<file path="src/rtl/mlp_neuron_pkg.sv">
// Shared types and fixed-point helpers for the MLP neuron slice.
// Build option: MAC_SATURATE_EN selects saturating accumulation.
package mlp_neuron_pkg;

    localparam int FRAC_BITS = 8;
    localparam int ONE       = 1 << FRAC_BITS;
    localparam int HALF      = ONE >> 1;

    typedef enum logic [1:0] {
        ACT_ID   = 2'd0,
        ACT_RELU = 2'd1,
        ACT_TANH = 2'd2,
        ACT_SIG  = 2'd3
    } act_mode_e;

    typedef enum logic [2:0] {
        S_IDLE,
        S_ACCUM,
        S_DRAIN,
        S_ACT,
        S_OUT
    } state_e;

    function automatic logic signed [63:0] sat_resize(
        input logic signed [63:0] v,
        input int unsigned        w
    );
        logic signed [63:0] hi;
        logic signed [63:0] lo;
        hi = (64'sd1 <<< (w - 1)) - 64'sd1;
        lo = -(64'sd1 <<< (w - 1));
        if (v > hi)      return hi;
        else if (v < lo) return lo;
        else             return v;
    endfunction

endpackage

</file>
<file path="src/rtl/neuron_act.sv">
// Per-lane rescale and piecewise-linear activation.
// Purely combinational; the caller registers the result.
module neuron_act
    import mlp_neuron_pkg::*;
#(
    parameter int DATA_W = 16,
    parameter int FRAC_W = 8,
    parameter int ACC_W  = 40
) (
    input  logic signed [ACC_W-1:0]  acc,
    input  act_mode_e                mode,
    output logic        [DATA_W-1:0] y
);

    localparam logic signed [63:0] ONE_V  = 64'sd1 <<< FRAC_W;
    localparam logic signed [63:0] HALF_V = 64'sd1 <<< (FRAC_W - 1);

    logic signed [63:0] x;
    logic signed [63:0] h;
    logic signed [DATA_W-1:0] r;

    always_comb begin
        x = 64'(acc >>> FRAC_W);
        h = (x >>> 2) + HALF_V;
        r = '0;
        unique case (1'b1)
            (mode == ACT_ID):
                r = DATA_W'(sat_resize(x, DATA_W));
            (mode == ACT_RELU):
                r = x[63] ? '0 : DATA_W'(sat_resize(x, DATA_W));
            (mode == ACT_TANH):
                r = (x > ONE_V)  ? DATA_W'(ONE_V)  :
                    (x < -ONE_V) ? DATA_W'(-ONE_V) :
                    DATA_W'(x);
            (mode == ACT_SIG):
                r = (h > ONE_V) ? DATA_W'(ONE_V) :
                    h[63]       ? '0             :
                    DATA_W'(h);
            default: r = '0;
        endcase
    end

    assign y = r;

endmodule

</file>
<file path="src/rtl/mac_neuron_array.sv">
// Parallel MAC neuron lanes sharing one streamed input vector.
// Build option: MAC_SATURATE_EN saturates accumulators and drives ovf.
module mac_neuron_array
    import mlp_neuron_pkg::*;
#(
    parameter int DATA_W      = 16,
    parameter int FRAC_W      = 8,
    parameter int ACC_W       = 40,
    parameter int NUM_NEURONS = 4,
    parameter int NUM_INPUTS  = 8
) (
    input  logic                          clk,
    input  logic                          rst_n,
    input  logic                          start,
    input  logic [ACC_W*NUM_NEURONS-1:0]  bias_flat,
    input  logic [1:0]                    act_mode,
    input  logic                          in_valid,
    output logic                          in_ready,
    input  logic [DATA_W-1:0]             in_data,
    input  logic [DATA_W*NUM_NEURONS-1:0] weights_flat,
    output logic                          out_valid,
    input  logic                          out_ready,
    output logic [DATA_W*NUM_NEURONS-1:0] out_data,
    output logic [NUM_NEURONS-1:0]        ovf,
    output logic                          busy
);

    localparam int CNT_W = $clog2(NUM_INPUTS + 1);

    state_e           state_q, state_nxt;
    logic [CNT_W-1:0] cnt_q;
    logic             drain_q;
    logic             pv_q;
    act_mode_e        mode_q;
    logic             load, accept, act_en;

    assign load      = (state_q == S_IDLE) && start;
    assign in_ready  = (state_q == S_ACCUM) &&
                       (cnt_q < CNT_W'(NUM_INPUTS));
    assign accept    = in_valid && in_ready;
    assign act_en    = (state_q == S_ACT);
    assign out_valid = (state_q == S_OUT);
    assign busy      = (state_q != S_IDLE);

    always_comb begin
        state_nxt = state_q;
        unique case (state_q)
            S_IDLE:  if (start) state_nxt = S_ACCUM;
            S_ACCUM: if (accept &&
                         cnt_q == CNT_W'(NUM_INPUTS - 1))
                         state_nxt = S_DRAIN;
            S_DRAIN: if (drain_q) state_nxt = S_ACT;
            S_ACT:   state_nxt = S_OUT;
            S_OUT:   if (out_ready) state_nxt = S_IDLE;
            default: state_nxt = S_IDLE;
        endcase
    end

    always_ff @(posedge clk or negedge rst_n) begin
        if (!rst_n) begin
            state_q <= S_IDLE;
            cnt_q   <= '0;
            drain_q <= 1'b0;
            pv_q    <= 1'b0;
            mode_q  <= ACT_ID;
        end else begin
            state_q <= state_nxt;
            pv_q    <= accept;
            drain_q <= (state_q == S_DRAIN) ? ~drain_q : 1'b0;
            if (load) begin
                cnt_q  <= '0;
                mode_q <= act_mode_e'(act_mode);
            end else if (accept) begin
                cnt_q <= cnt_q + 1'b1;
            end
        end
    end

    for (genvar k = 0; k < NUM_NEURONS; k++) begin : g_lane
        logic        [DATA_W-1:0]   w_k;
        logic signed [2*DATA_W-1:0] prod_q;
        logic signed [ACC_W-1:0]    prod_x;
        logic signed [ACC_W-1:0]    acc_q;
        logic signed [ACC_W-1:0]    acc_nxt;
        logic        [DATA_W-1:0]   act_y;
        logic        [DATA_W-1:0]   res_q;

        assign w_k    = weights_flat[k*DATA_W +: DATA_W];
        assign prod_x = ACC_W'(prod_q);

`ifdef MAC_SATURATE_EN
        logic signed [ACC_W:0] sum;
        logic                  sum_ovf;
        logic                  ovf_q;

        assign sum     = (ACC_W+1)'(acc_q) + (ACC_W+1)'(prod_x);
        assign sum_ovf = sum[ACC_W] ^ sum[ACC_W-1];
        // Sign of the wide sum picks which rail to clamp to.
        assign acc_nxt = !sum_ovf   ? sum[ACC_W-1:0] :
                         sum[ACC_W] ? {1'b1, {(ACC_W-1){1'b0}}} :
                                      {1'b0, {(ACC_W-1){1'b1}}};

        always_ff @(posedge clk or negedge rst_n) begin
            if (!rst_n)                ovf_q <= 1'b0;
            else if (load)             ovf_q <= 1'b0;
            else if (pv_q && sum_ovf)  ovf_q <= 1'b1;
        end

        assign ovf[k] = ovf_q;
`else
        assign acc_nxt = acc_q + prod_x;
        assign ovf[k]  = 1'b0;
`endif

        always_ff @(posedge clk or negedge rst_n) begin
            if (!rst_n) begin
                prod_q <= '0;
                acc_q  <= '0;
                res_q  <= '0;
            end else begin
                if (accept)
                    prod_q <= (2*DATA_W)'($signed(in_data)) *
                              (2*DATA_W)'($signed(w_k));
                if (load)
                    acc_q <= $signed(bias_flat[k*ACC_W +: ACC_W]);
                else if (pv_q)
                    acc_q <= acc_nxt;
                if (act_en)
                    res_q <= act_y;
            end
        end

        neuron_act #(
            .DATA_W (DATA_W),
            .FRAC_W (FRAC_W),
            .ACC_W  (ACC_W)
        ) u_act (
            .acc  (acc_q),
            .mode (mode_q),
            .y    (act_y)
        );

        assign out_data[k*DATA_W +: DATA_W] = res_q;
    end

endmodule

</file>
<file path="config.mk">
export PLATFORM = sky130hd
export DESIGN_NAME = mac_neuron_array
export DESIGN_NICKNAME = d
export VERILOG_FILES = /design/src/rtl/mlp_neuron_pkg.sv /design/src/rtl/neuron_act.sv /design/src/rtl/mac_neuron_array.sv
export SDC_FILE = /design/constraint.sdc
export NUM_CORES = 2
export LEC_CHECK = 0
export ABC_AREA = 1
export BUFFER_PORTS_ARGS = -buffer_cell sky130_fd_sc_hd__clkbuf_2
export CORE_ASPECT_RATIO = 1.4
export CORE_MARGIN = 2
export CORE_UTILIZATION = 25
export DETAILED_ROUTE_END_ITERATION = 16
export PLACE_DENSITY = 0.42
export SYNTH_ARGS = -nofsm -noshare
export SYNTH_HDL_FRONTEND = slang
export SYNTH_SLANG_ARGS = --single-unit
export TNS_END_PERCENT = 1
</file>
<file path="constraint.sdc">
create_clock -name clk -period 5.3 [get_ports clk]
set_input_delay 0.795 -clock clk [delete_from_list [all_inputs] [get_ports clk]]
set_output_delay 0.795 -clock clk [all_outputs]
set_load 0.02 [all_outputs]
</file>
==> impl_metrics.yaml <==
sta:
  fmax_mhz: 175
  worst_slack_ns: -0.427
  layout_min_cycle_time_ns: 5.73
  grt_setup_unrepaired: "yes"
  setup-violations-final: 76
  max_slew_margin: 0.204
  clock-skew-final_ns: 0.0350
  final-hold-violation-count: 0
  fin_crit_sh: 1.08
  worstMarginPinSlew_ns: 1.19
  finalMaxSlewViolations: 0
  fin_hold_ws_ns: 0.0854
synthesis:
  ys_types: 54
  syn_area_per_cell_sq_um: 7.08
  ys.flop_type: "dfrtp_1"
  syn_area_sq_mm: 0.0717
  synth_edf_count: 0
  ys_ff_latch: 363
  synth-seq-area-share: 0.127
  netlist_instances: 10100
  ys_async_sr_fraction: 1.00
  yosys_warnings: 0
min_path:
  min_path_type: "input pin to asynchronous set/reset pin"
route:
  drt_iter0_drc: 3345
  firstDrtPassIters: 7
  wl_per_cell_um: 19.2
  vias_per_cell: 4.50
  routed_wl_um: 284000
  num_vias: 66600
  remaining_drc_errors: 0
  drt.antenna.violating_nets: 0
clocking:
  worst_skew_pair.late_latency_ns: 0.66
  cts_root_buf: "clkbuf_16"
  cts_buffer_depth: 3
  clkSlewWorstSetupHoldPaths_ns: 0.07
  hold_buffers: 0
  cts_tree: "done"
  clock_sinks: 363
  cts_buffers: 45
  htreeDepth: 2
cells_and_area:
  final_cells: 14800
  seq_area_sq_mm: 0.00908
  layout-drive-gt1-share: 0.168
  fillCellCount: 31200
  syn2layout_area_growth_pct: 24.3
  multiInputGateArea_sq_mm: 0.0546
  post-route-util: 0.312
  layout.nets: 12800
floorplanning:
  rows: 232
  die_y_um: 638
  ios: 318
  die_w_um: 457
  start_util: 0.251
  core-area_sq_mm: 0.285
  dieArea_sq_mm: 0.291
status:
  status: "complete, but fails checks"
  violations: "negative setup slack"
setup_path:
  crit_type: "input pin to flip-flop"
  slowest_stage: "fa_2"
  r2r_cells: 14
  cp_max_fo: 6
  crit_buf_inv: 7
  r2r_start: "g_lane[2].acc_q[0]"
  crit_chain: "buf_12 > buf_16 > nand2_1 > inv_1 > fa_1 > buf_4 > fa_2 > inv_2 > fa_1 > fa_1 > fa_1 > fa_1 > inv_2 > ha_4 > a21oi_4 > o21ai_0 > a21oi_1 > nand3_2 > buf_6 > or2_2 > nand3_2 > nand2_1"
  cp_top_family: "adder cells"
  crit_top_cell: "fa_1"
  cp_num_cells: 22
  end_kind: "flip-flop"
  cpPeakStageDelay_ns: 0.67
  arrival_ns: 6.24
  startpoint_type: "input pin"
  cp.required_ns: 5.82
  reg2reg_slack_ns: 1.79
  r2r_end: "g_lane[2].acc_q[30]"
global_routing:
  track_usage: 0.192
  grt_pass1_vias: 70800
  antenna_found_initial: 46
  grt_max_degree: 99
  grt_overflow: 0
  grt_pass1_wl_um: 431000
placed_design:
  gp_congestion: 0.923
  placedCellCount: 14600
  hpwlAfterDp_um: 237000
  dpl_worst_slack_ns: -1.32
  io_buffers: 313
flow_run:
  cap_violations: 0
state kept, by name (all words and copies together), names as in the netlist:
| name | count |
|---|---|
| mode_q | 2 |
| pv_q | 1 |
| drain_q | 1 |
| g_lane.acc_q | 160 |
| state_q | 3 |
| g_lane.res_q | 64 |
| cnt_q | 4 |
| g_lane.prod_q | 128 |
cell usage after synthesis (71+ instances only):
cell type / count / share of area
a21oi_1: 435 / 0.030
clkbuf_1: 309 / 0.016
dfrtp_1: 363 / 0.13
fa_1: 1052 / 0.29
ha_1: 491 / 0.086
inv_1: 2472 / 0.13
nand2_1: 2449 / 0.13
nand3_1: 385 / 0.027
nand4_1: 136 / 0.012
nor2_1: 722 / 0.038
nor3_1: 83 / 0.0058
o21ai_0: 561 / 0.039
or2_2: 74 / 0.0065
xnor2_1: 71 / 0.0087
xor2_1: 113 / 0.014
per-stage QoR:
stage                     instance area, sq um  setup TNS (ns)
after floorplan                          74600          -29.08
after global placement                   85300          -98.40
after detailed placement                 85300         -100.83
after CTS                                87900          -18.11
after global routing                     89000          -34.74
final                                    89100          -17.34
worst max-delay path by stage:
stage	startpoint	endpoint	slack (ns)
4_1_cts	in_data[13]	g_lane[1].prod_q[31]	-0.36
3_5_place_dp	in_data[1]	g_lane[2].prod_q[19]	-1.32
6_report	in_data[15]	g_lane[1].prod_q[23]	-0.43
3_3_place_gp	in_data[1]	g_lane[2].prod_q[19]	-1.30
2_1_floorplan	in_data[15]	g_lane[1].prod_q[25]	-0.48
5_1_grt	in_data[15]	g_lane[1].prod_q[31]	-0.58
repair_timing:
| item | in CTS | in global routing |
|---|---|---|
| gates resized for setup | 189 | 199 |
| hold endpoints to repair | 0 | 0 |
| setup endpoints to repair | 89 | 93 |
| gates cloned | 6 | 7 |
| setup buffers | 24 | 30 |
| pin swaps | 73 | 121 |
routing by layer:
layer	wire length (um)	GRT usage	up-vias
met1	124000	0.246	32800
li1	-	-	32300
met4	8260	0.0490	50
met5	287	0	-
met2	141000	0.342	1179
met3	9980	0.0184	294
logic make-up after synthesis:
family | count (synthesis) | synth area share
other | 1 | 0.0000523
buffers and inverters | 2841 | 0.149
AND/OR/NAND/NOR | 3920 | 0.225
adder cells (fa/ha/maj) | 1543 | 0.380
flip-flops | 363 | 0.127
AO/OA/AOI/OAI | 1269 | 0.0973
XOR/XNOR | 184 | 0.0225
layout make-up:
class,count,area share
Multi-Input combinational cell,6920,0.613
Timing Repair Buffer,1202,0.111
Inverter,2479,0.105
Sequential cell,363,0.102
Tap cell,3744,0.0526
Clock buffer,59,0.0138
Clock inverter,21,0.00292
Antenna cell,15,0.000421
cells in the final DEF (no fill, tap or decap), types with 81 or more instances in the layout:
master,count
a21oi_1,368
buf_12,89
buf_4,761
clkbuf_2,291
dfrtp_1,363
fa_1,1002
ha_1,407
ha_4,81
inv_1,2403
nand2_1,2374
nand3_1,359
nand4_1,136
nor2_1,701
o21ai_0,502
xor2_1,100
Power is not shown: default switching activity piles up to over one toggle a cycle in this logic, so the estimate is an artifact.
